<file path="src/rtl/definesPkg.sv">
// definesPkg: shared types and defaults for the cache-to-MainMemory arbiter slice
package definesPkg;
  localparam int NUM_REQ_DEF = 2;
  localparam int MEM_RD_LAT_DEF = 1;
  localparam int PAGE_W = 1;
  localparam int CODE_W = 8;
  typedef enum logic [1:0] {IDLE, ISSUE, WAIT, RESP} Tarb_state;
  typedef enum logic [1:0] {INV, SHR, EXC, MOD} Tmesi_state;
  typedef logic [63:0] Tdata_sb;
  typedef struct packed {
    logic [PAGE_W-1:0] page_reference;
    logic [CODE_W-1:0] address_code;
  } Taddress;
endpackage

</file>
<file path="src/rtl/rr_arbiter.sv">
// rr_arbiter: one-hot round-robin grant, searching from the requester after the last winner
module rr_arbiter #(
  parameter int N = 2,
  parameter int IW = N > 1 ? $clog2(N) : 1
) (
  input  logic [N-1:0]  req,
  input  logic [IW-1:0] last,
  output logic [N-1:0]  grant,
  output logic [IW-1:0] idx
);
  logic [IW-1:0] j;
  always_comb begin
    grant = '0;
    idx = last;
    j = '0;
    // walk farthest-first so the nearest requester after last overwrites
    for (int i = N; i >= 1; i--) begin
      j = IW'((int'(last) + i) % N);
      if (req[j]) begin
        grant = N'(1) << j;
        idx = j;
      end
    end
  end
endmodule

</file>
<file path="src/rtl/mem_arbiter.sv">
// mem_arbiter: round-robin sharing of one MainMemory port among NUM_REQ cache requesters
module mem_arbiter
  import definesPkg::*;
#(
  parameter int NUM_REQ = NUM_REQ_DEF,
  parameter int MEM_RD_LAT = MEM_RD_LAT_DEF
) (
  input  logic                      clk,
  input  logic                      reset,
  input  logic       [NUM_REQ-1:0]  req_valid,
  input  logic       [NUM_REQ-1:0]  req_we,
  input  Taddress    [NUM_REQ-1:0]  req_addr,
  input  Tdata_sb    [NUM_REQ-1:0]  req_wdata,
  input  Tmesi_state [NUM_REQ-1:0]  req_mesi,
  output logic       [NUM_REQ-1:0]  req_ready,
  output logic       [NUM_REQ-1:0]  rsp_valid,
  output Tdata_sb                   rsp_rdata,
  output Tmesi_state                rsp_mesi,
  output Taddress                   mem_addr,
  output Tdata_sb                   mem_wdata,
  output logic                      mem_we,
  output Tmesi_state                mem_mesi_in,
  input  Tdata_sb                   mem_rdata,
  input  Tmesi_state                mem_mesi_out,
  output logic                      busy
);
  localparam int IW = NUM_REQ > 1 ? $clog2(NUM_REQ) : 1;
  localparam int CW = MEM_RD_LAT > 1 ? $clog2(MEM_RD_LAT) : 1;
  Tarb_state state_q, state_d;
  logic [IW-1:0] last_q, last_d, win_idx;
  logic [CW-1:0] cnt_q, cnt_d;
  logic [NUM_REQ-1:0] grant, last_oh, rsp_valid_q, rsp_valid_d;
  logic we_q, we_d;
  Taddress addr_q, addr_d;
  Tdata_sb wdata_q, wdata_d, rdata_q, rdata_d;
  Tmesi_state mesi_q, mesi_d, rmesi_q, rmesi_d;
  rr_arbiter #(.N(NUM_REQ), .IW(IW)) u_rr (
    .req  (req_valid),
    .last (last_q),
    .grant(grant),
    .idx  (win_idx)
  );
  assign last_oh = NUM_REQ'(1) << last_q;
  // accept is combinational in IDLE so a read completes MEM_RD_LAT+2 cycles after it
  assign req_ready = (state_q == IDLE && !reset) ? grant : '0;
  assign rsp_valid = rsp_valid_q;
  assign rsp_rdata = rdata_q;
  assign rsp_mesi = rmesi_q;
  assign mem_addr = addr_q;
  assign mem_wdata = wdata_q;
  assign mem_we = we_q;
  assign mem_mesi_in = mesi_q;
  assign busy = state_q != IDLE;
  always_comb begin
    state_d = state_q;
    last_d = last_q;
    cnt_d = cnt_q;
    addr_d = addr_q;
    wdata_d = wdata_q;
    mesi_d = mesi_q;
    rdata_d = rdata_q;
    rmesi_d = rmesi_q;
    we_d = 1'b0;
    rsp_valid_d = '0;
    case (state_q)
      IDLE: if (|req_valid) begin
        state_d = ISSUE;
        last_d = win_idx;
        we_d = req_we[win_idx];
        addr_d = req_addr[win_idx];
        wdata_d = req_wdata[win_idx];
        mesi_d = req_mesi[win_idx];
      end
      ISSUE: begin
        state_d = we_q ? RESP : WAIT;
        cnt_d = CW'(MEM_RD_LAT - 1);
        rsp_valid_d = we_q ? last_oh : '0;
      end
      WAIT: if (cnt_q == '0) begin
        state_d = RESP;
        rsp_valid_d = last_oh;
        rdata_d = mem_rdata;
        rmesi_d = mem_mesi_out;
      end else cnt_d = cnt_q - 1'b1;
      default: state_d = IDLE;
    endcase
  end
  always_ff @(posedge clk or posedge reset)
    if (reset) begin
      state_q <= IDLE;
      last_q <= IW'(NUM_REQ - 1);
      cnt_q <= '0;
      we_q <= 1'b0;
      rsp_valid_q <= '0;
      addr_q <= '0;
      wdata_q <= '0;
      mesi_q <= INV;
      rdata_q <= '0;
      rmesi_q <= INV;
    end else begin
      state_q <= state_d;
      last_q <= last_d;
      cnt_q <= cnt_d;
      we_q <= we_d;
      rsp_valid_q <= rsp_valid_d;
      addr_q <= addr_d;
      wdata_q <= wdata_d;
      mesi_q <= mesi_d;
      rdata_q <= rdata_d;
      rmesi_q <= rmesi_d;
    end
endmodule

</file>
<file path="config.mk">
export PLATFORM = sky130hd
export DESIGN_NAME = mem_arbiter
export DESIGN_NICKNAME = d
export VERILOG_FILES = /design/src/rtl/definesPkg.sv /design/src/rtl/rr_arbiter.sv /design/src/rtl/mem_arbiter.sv
export SDC_FILE = /design/constraint.sdc
export NUM_CORES = 1
export LEC_CHECK = 0
export CORE_AREA = 2 2 144 146
export DETAILED_ROUTE_END_ITERATION = 10
export DIE_AREA = 0 0 146 148
export PLACE_DENSITY_LB_ADDON = 0.08
export SYNTH_ARGS = -nofsm -noshare
export SYNTH_HDL_FRONTEND = slang
export SYNTH_SLANG_ARGS = --single-unit
</file>
<file path="constraint.sdc">
create_clock -name clk -period 8.7 [get_ports clk]
set_input_delay 2.175 -clock clk [delete_from_list [all_inputs] [get_ports clk]]
set_output_delay 2.175 -clock clk [all_outputs]
set_load 0.02 [all_outputs]
</file>
==> key figures <==
Cells and area
  • Finished Core Util: 53.9%
  • FILL cells: 1867
  • Footprint of the multi-input gates: 0.00249 sq mm
  • Layout Nets: 1168
  • Layout cells sized above 1: 12.0%
  • Inserted Diodes: 0
  • Area grow syn2layout: 65.6%
  • Register area: 0.00368 sq mm
  • Final design area excluding fillers: 0.0108 sq mm

Floorplanning
  • Core area: 0.0200 sq mm
  • Initial core utilization: 32.5%
  • Die Ht: 148 um
  • Die area: 0.0216 sq mm
  • Die width: 146 um
  • IO Count: 369
  • Num rows: 52

Synthesis
  • Synth area leaders: dfrtp_1 (56%), mux2_2 (12%), a31oi_1 (7.3%), nand3_1 (5.8%), o21ai_0 (4.7%)
  • Post-synthesis cell count: 606
  • Main flop type after synthesis: dfrtp_1
  • FF+latch count, synth: 147
  • Seq/Total Area, Yosys: 56.4%
  • EDFF count, synth: 0
  • Post-Syn Area: 0.00652 sq mm
  • Count of cell types in the netlist: 28
  • Synthesized area per cell: 10.8 sq um
  • YS warnings: 0
  • Cell with the most instances after synthesis: dfrtp_1
  • Post-synth ARST share: 100%
  • Yosys top cell by area: dfrtp_1
  • Syn nets: 834
  • Commonest cells in the synthesized netlist: dfrtp_1 (146), nor2_1 (77), a31oi_1 (76), nand3_1 (76), mux2_2 (68)
  • Area share of the largest cell type after synthesis: 56.0%

Clock tree
  • Number of CTS-inserted buffers: 17
  • Post-CTS sizing: 0
  • Clk slew on worst S/H paths: 0.06 ns
  • Hold-fix buffers, CTS: 0
  • Clk sinks: 147
  • Post-CTS setup buffers: 0
  • CTS root buffer: clkbuf_16
  • # H-tree levels: 4
  • CTS tree: yes
  • Max clock buf depth: 2
  • Clock latency on the worst-skew pair: 0.42 ns

Route
  • Met1 wire length: 8780 um
  • DR vias: 6049
  • WL met3: 1990 um
  • Remaining antenna violation count: 0
  • Top layer reached by signal wires: met4
  • DRC: 0
  • Routed wire length: 22500 um
  • Routed length per instance: 18.4 um
  • 1st-pass router iterations: 6
  • Routed wl met2: 11300 um
  • Via density: 4.95
  • Iter 0 DRT Violations: 239

Power and ir drop
  • Peak VDD IR: 0.183 mV
  • Lkg Pwr: 4.24 nW
  • P per Cell Area: 380 mW/mm^2

Setup path
  • Crit path required time: 6.53 ns
  • Crit. End Element: output pin
  • Crit Path Class: in -> out
  • Crit path launch: reset
  • Reg2reg path depth: 5
  • Cell mode on critical path: clkdlybuf4s50_1
  • CP endpoint: req_ready[1]
  • Worst EP arrival: 3.65 ns
  • Worst R2R Setup Slack: 6.07 ns
  • Max FO, Critical Path: 2
  • Reg2reg end: mem_we$_DFF_PP0_
  • CP Launch Type: input port
  • CP Cell Sequence: clkdlybuf4s50_1 > nor2b_1 > nand2_1 > a21oi_1 > clkdlybuf4s50_1
  • Critical path's slowest cell: clkdlybuf4s50_1
  • Max incr delay on CP: 0.62 ns
  • Start of the worst register-to-register path: state_q[0]$_DFFE_PP0P_

GRT
  • Global Route Usage Sum: 20.8%
  • Number of global-route vias before repair: 6191
  • Largest net degree at the start of global routing: 116
  • First-pass GRT wire length: 34800 um
  • Total congestion overflow: 0
  • Initial antenna violation count: 0

Timing
  • Final Cycle Share: 67.0%
  • Worst Max-Slew Pin Slew: 1.06 ns
  • Slew HR: 29.4%
  • RSZ-0062 raised after global routing: no
  • Final Hold Viols: 0
  • Setup Skew: 0.00940 ns
  • Fin. max-slew vios: 0
  • FMAX: 172 MHz
  • Fin crit period: 5.83 ns
  • Setup TNS: 0 ns
  • Setup violators final: 0

Worst hold path
  • Hold Path Class: reg -> reg

Job
  • Max Cap Viol: 0

Status
  • Outcome: finished clean

Placement
  • Area post-placement: 0.0103 sq mm
  • Routability Congestion: 0.825
  • HPWL after detailed placement: 16100 um
  • PortBufs: 368
-- critical path: cells and delay by family --
family | cells | cell delay, ns
buffers and inverters | 2 | 1.11
AND/OR/NAND/NOR | 2 | 0.22
AO/OA/AOI/OAI | 1 | 0.14
-- how the worst min path moves through the flow --
stage,startpoint,depth (start not counted),endpoint,slack [ns]
6_report,rsp_rdata[10]$_DFFE_PP0N_,1,rsp_rdata[10]$_DFFE_PP0N_,0.50
5_1_grt,rsp_rdata[37]$_DFFE_PP0N_,1,rsp_rdata[37]$_DFFE_PP0N_,0.51
4_1_cts,rsp_rdata[46]$_DFFE_PP0N_,1,rsp_rdata[46]$_DFFE_PP0N_,0.51
3_5_place_dp,rsp_rdata[46]$_DFFE_PP0N_,1,rsp_rdata[46]$_DFFE_PP0N_,0.49
3_3_place_gp,rsp_rdata[36]$_DFFE_PP0N_,1,rsp_rdata[36]$_DFFE_PP0N_,0.49
2_1_floorplan,state_q[1]$_DFFE_PP0P_,1,state_q[1]$_DFFE_PP0P_,0.56
-- flip-flops by register name (all words and copies together), names as in the netlist, 2 cells and up --
register     flops
rsp_rdata       64
mem_wdata       64
rsp_mesi         2
rsp_valid        2
mem_mesi_in      2
state_q          2
mem_addr         9
-- layer usage --
metal / up-vias / GRT usage, %
met5: - / 0
met4: 0 / 6.31
met3: 31 / 8.02
met2: 278 / 35.8
met1: 2895 / 24.2
li1: 2845 / -
-- placed cells by master, fill, tap and decap left out --
cell type / instances
clkinvlp_4: 5
and3_1: 1
dfrtp_1: 146
nand2_1: 2
mux2_2: 68
clkinv_4: 1
nand3_1: 76
a21oi_1: 4
nor2b_4: 1
o21ai_0: 61
inv_1: 2
buf_4: 6
dfstp_2: 1
ha_2: 1
nand2b_2: 2
a211oi_1: 1
a31oi_1: 76
nor3b_1: 1
inv_6: 8
or3_1: 1
nor2_1: 77
o21ai_1: 15
o21a_4: 1
nor2b_1: 1
a21boi_0: 1
ha_1: 5
and2b_4: 1
clkdlybuf4s50_1: 368
inv_8: 1
clkbuf_16: 17
inv_2: 1
-- metrics by stage --
step                      cells  hold WS [ns]  setup WS, ns  total power [mW]
after floorplan             606         0.559          2.58              2.47
after global placement     1191         0.487          2.84              3.42
after detailed placement   1191         0.494          2.88              3.46
after CTS                  1222         0.509          2.87              4.16
after global routing       1222         0.514          2.78              4.36
final                      1222         0.502          2.87              4.10
-- cell type report --
cell class              instances  area share [%]
repair buffers                374            34.5
well taps                     270            3.13
clock inverters                14            1.10
multi-input cells             396            23.1
inverters                       4           0.185
flip-flops and latches        147            34.1
clock buffers                  17            3.94
-- report_power, final --
group	total [mW]	internal (mW)	leakage (nW)	switching, mW
Sequential	1.23	1.04	1.68	0.187
Combinational	2.19	1.05	2.31	1.14
Clock	0.685	0.371	0.252	0.314
Total	4.10	2.47	4.24	1.64
-- cell families after synthesis --
| logic type | synth area share, % |
|---|---|
| and+or+nand+nor | 11.3 |
| buffers and inverters | 5.58 |
| AOI/OAI and AO/OA | 13.8 |
| DFF | 56.4 |
| adders and majority gates | 1.15 |
| muxes | 11.7 |
No activity file was read; power rests on OpenSTA's default activity.
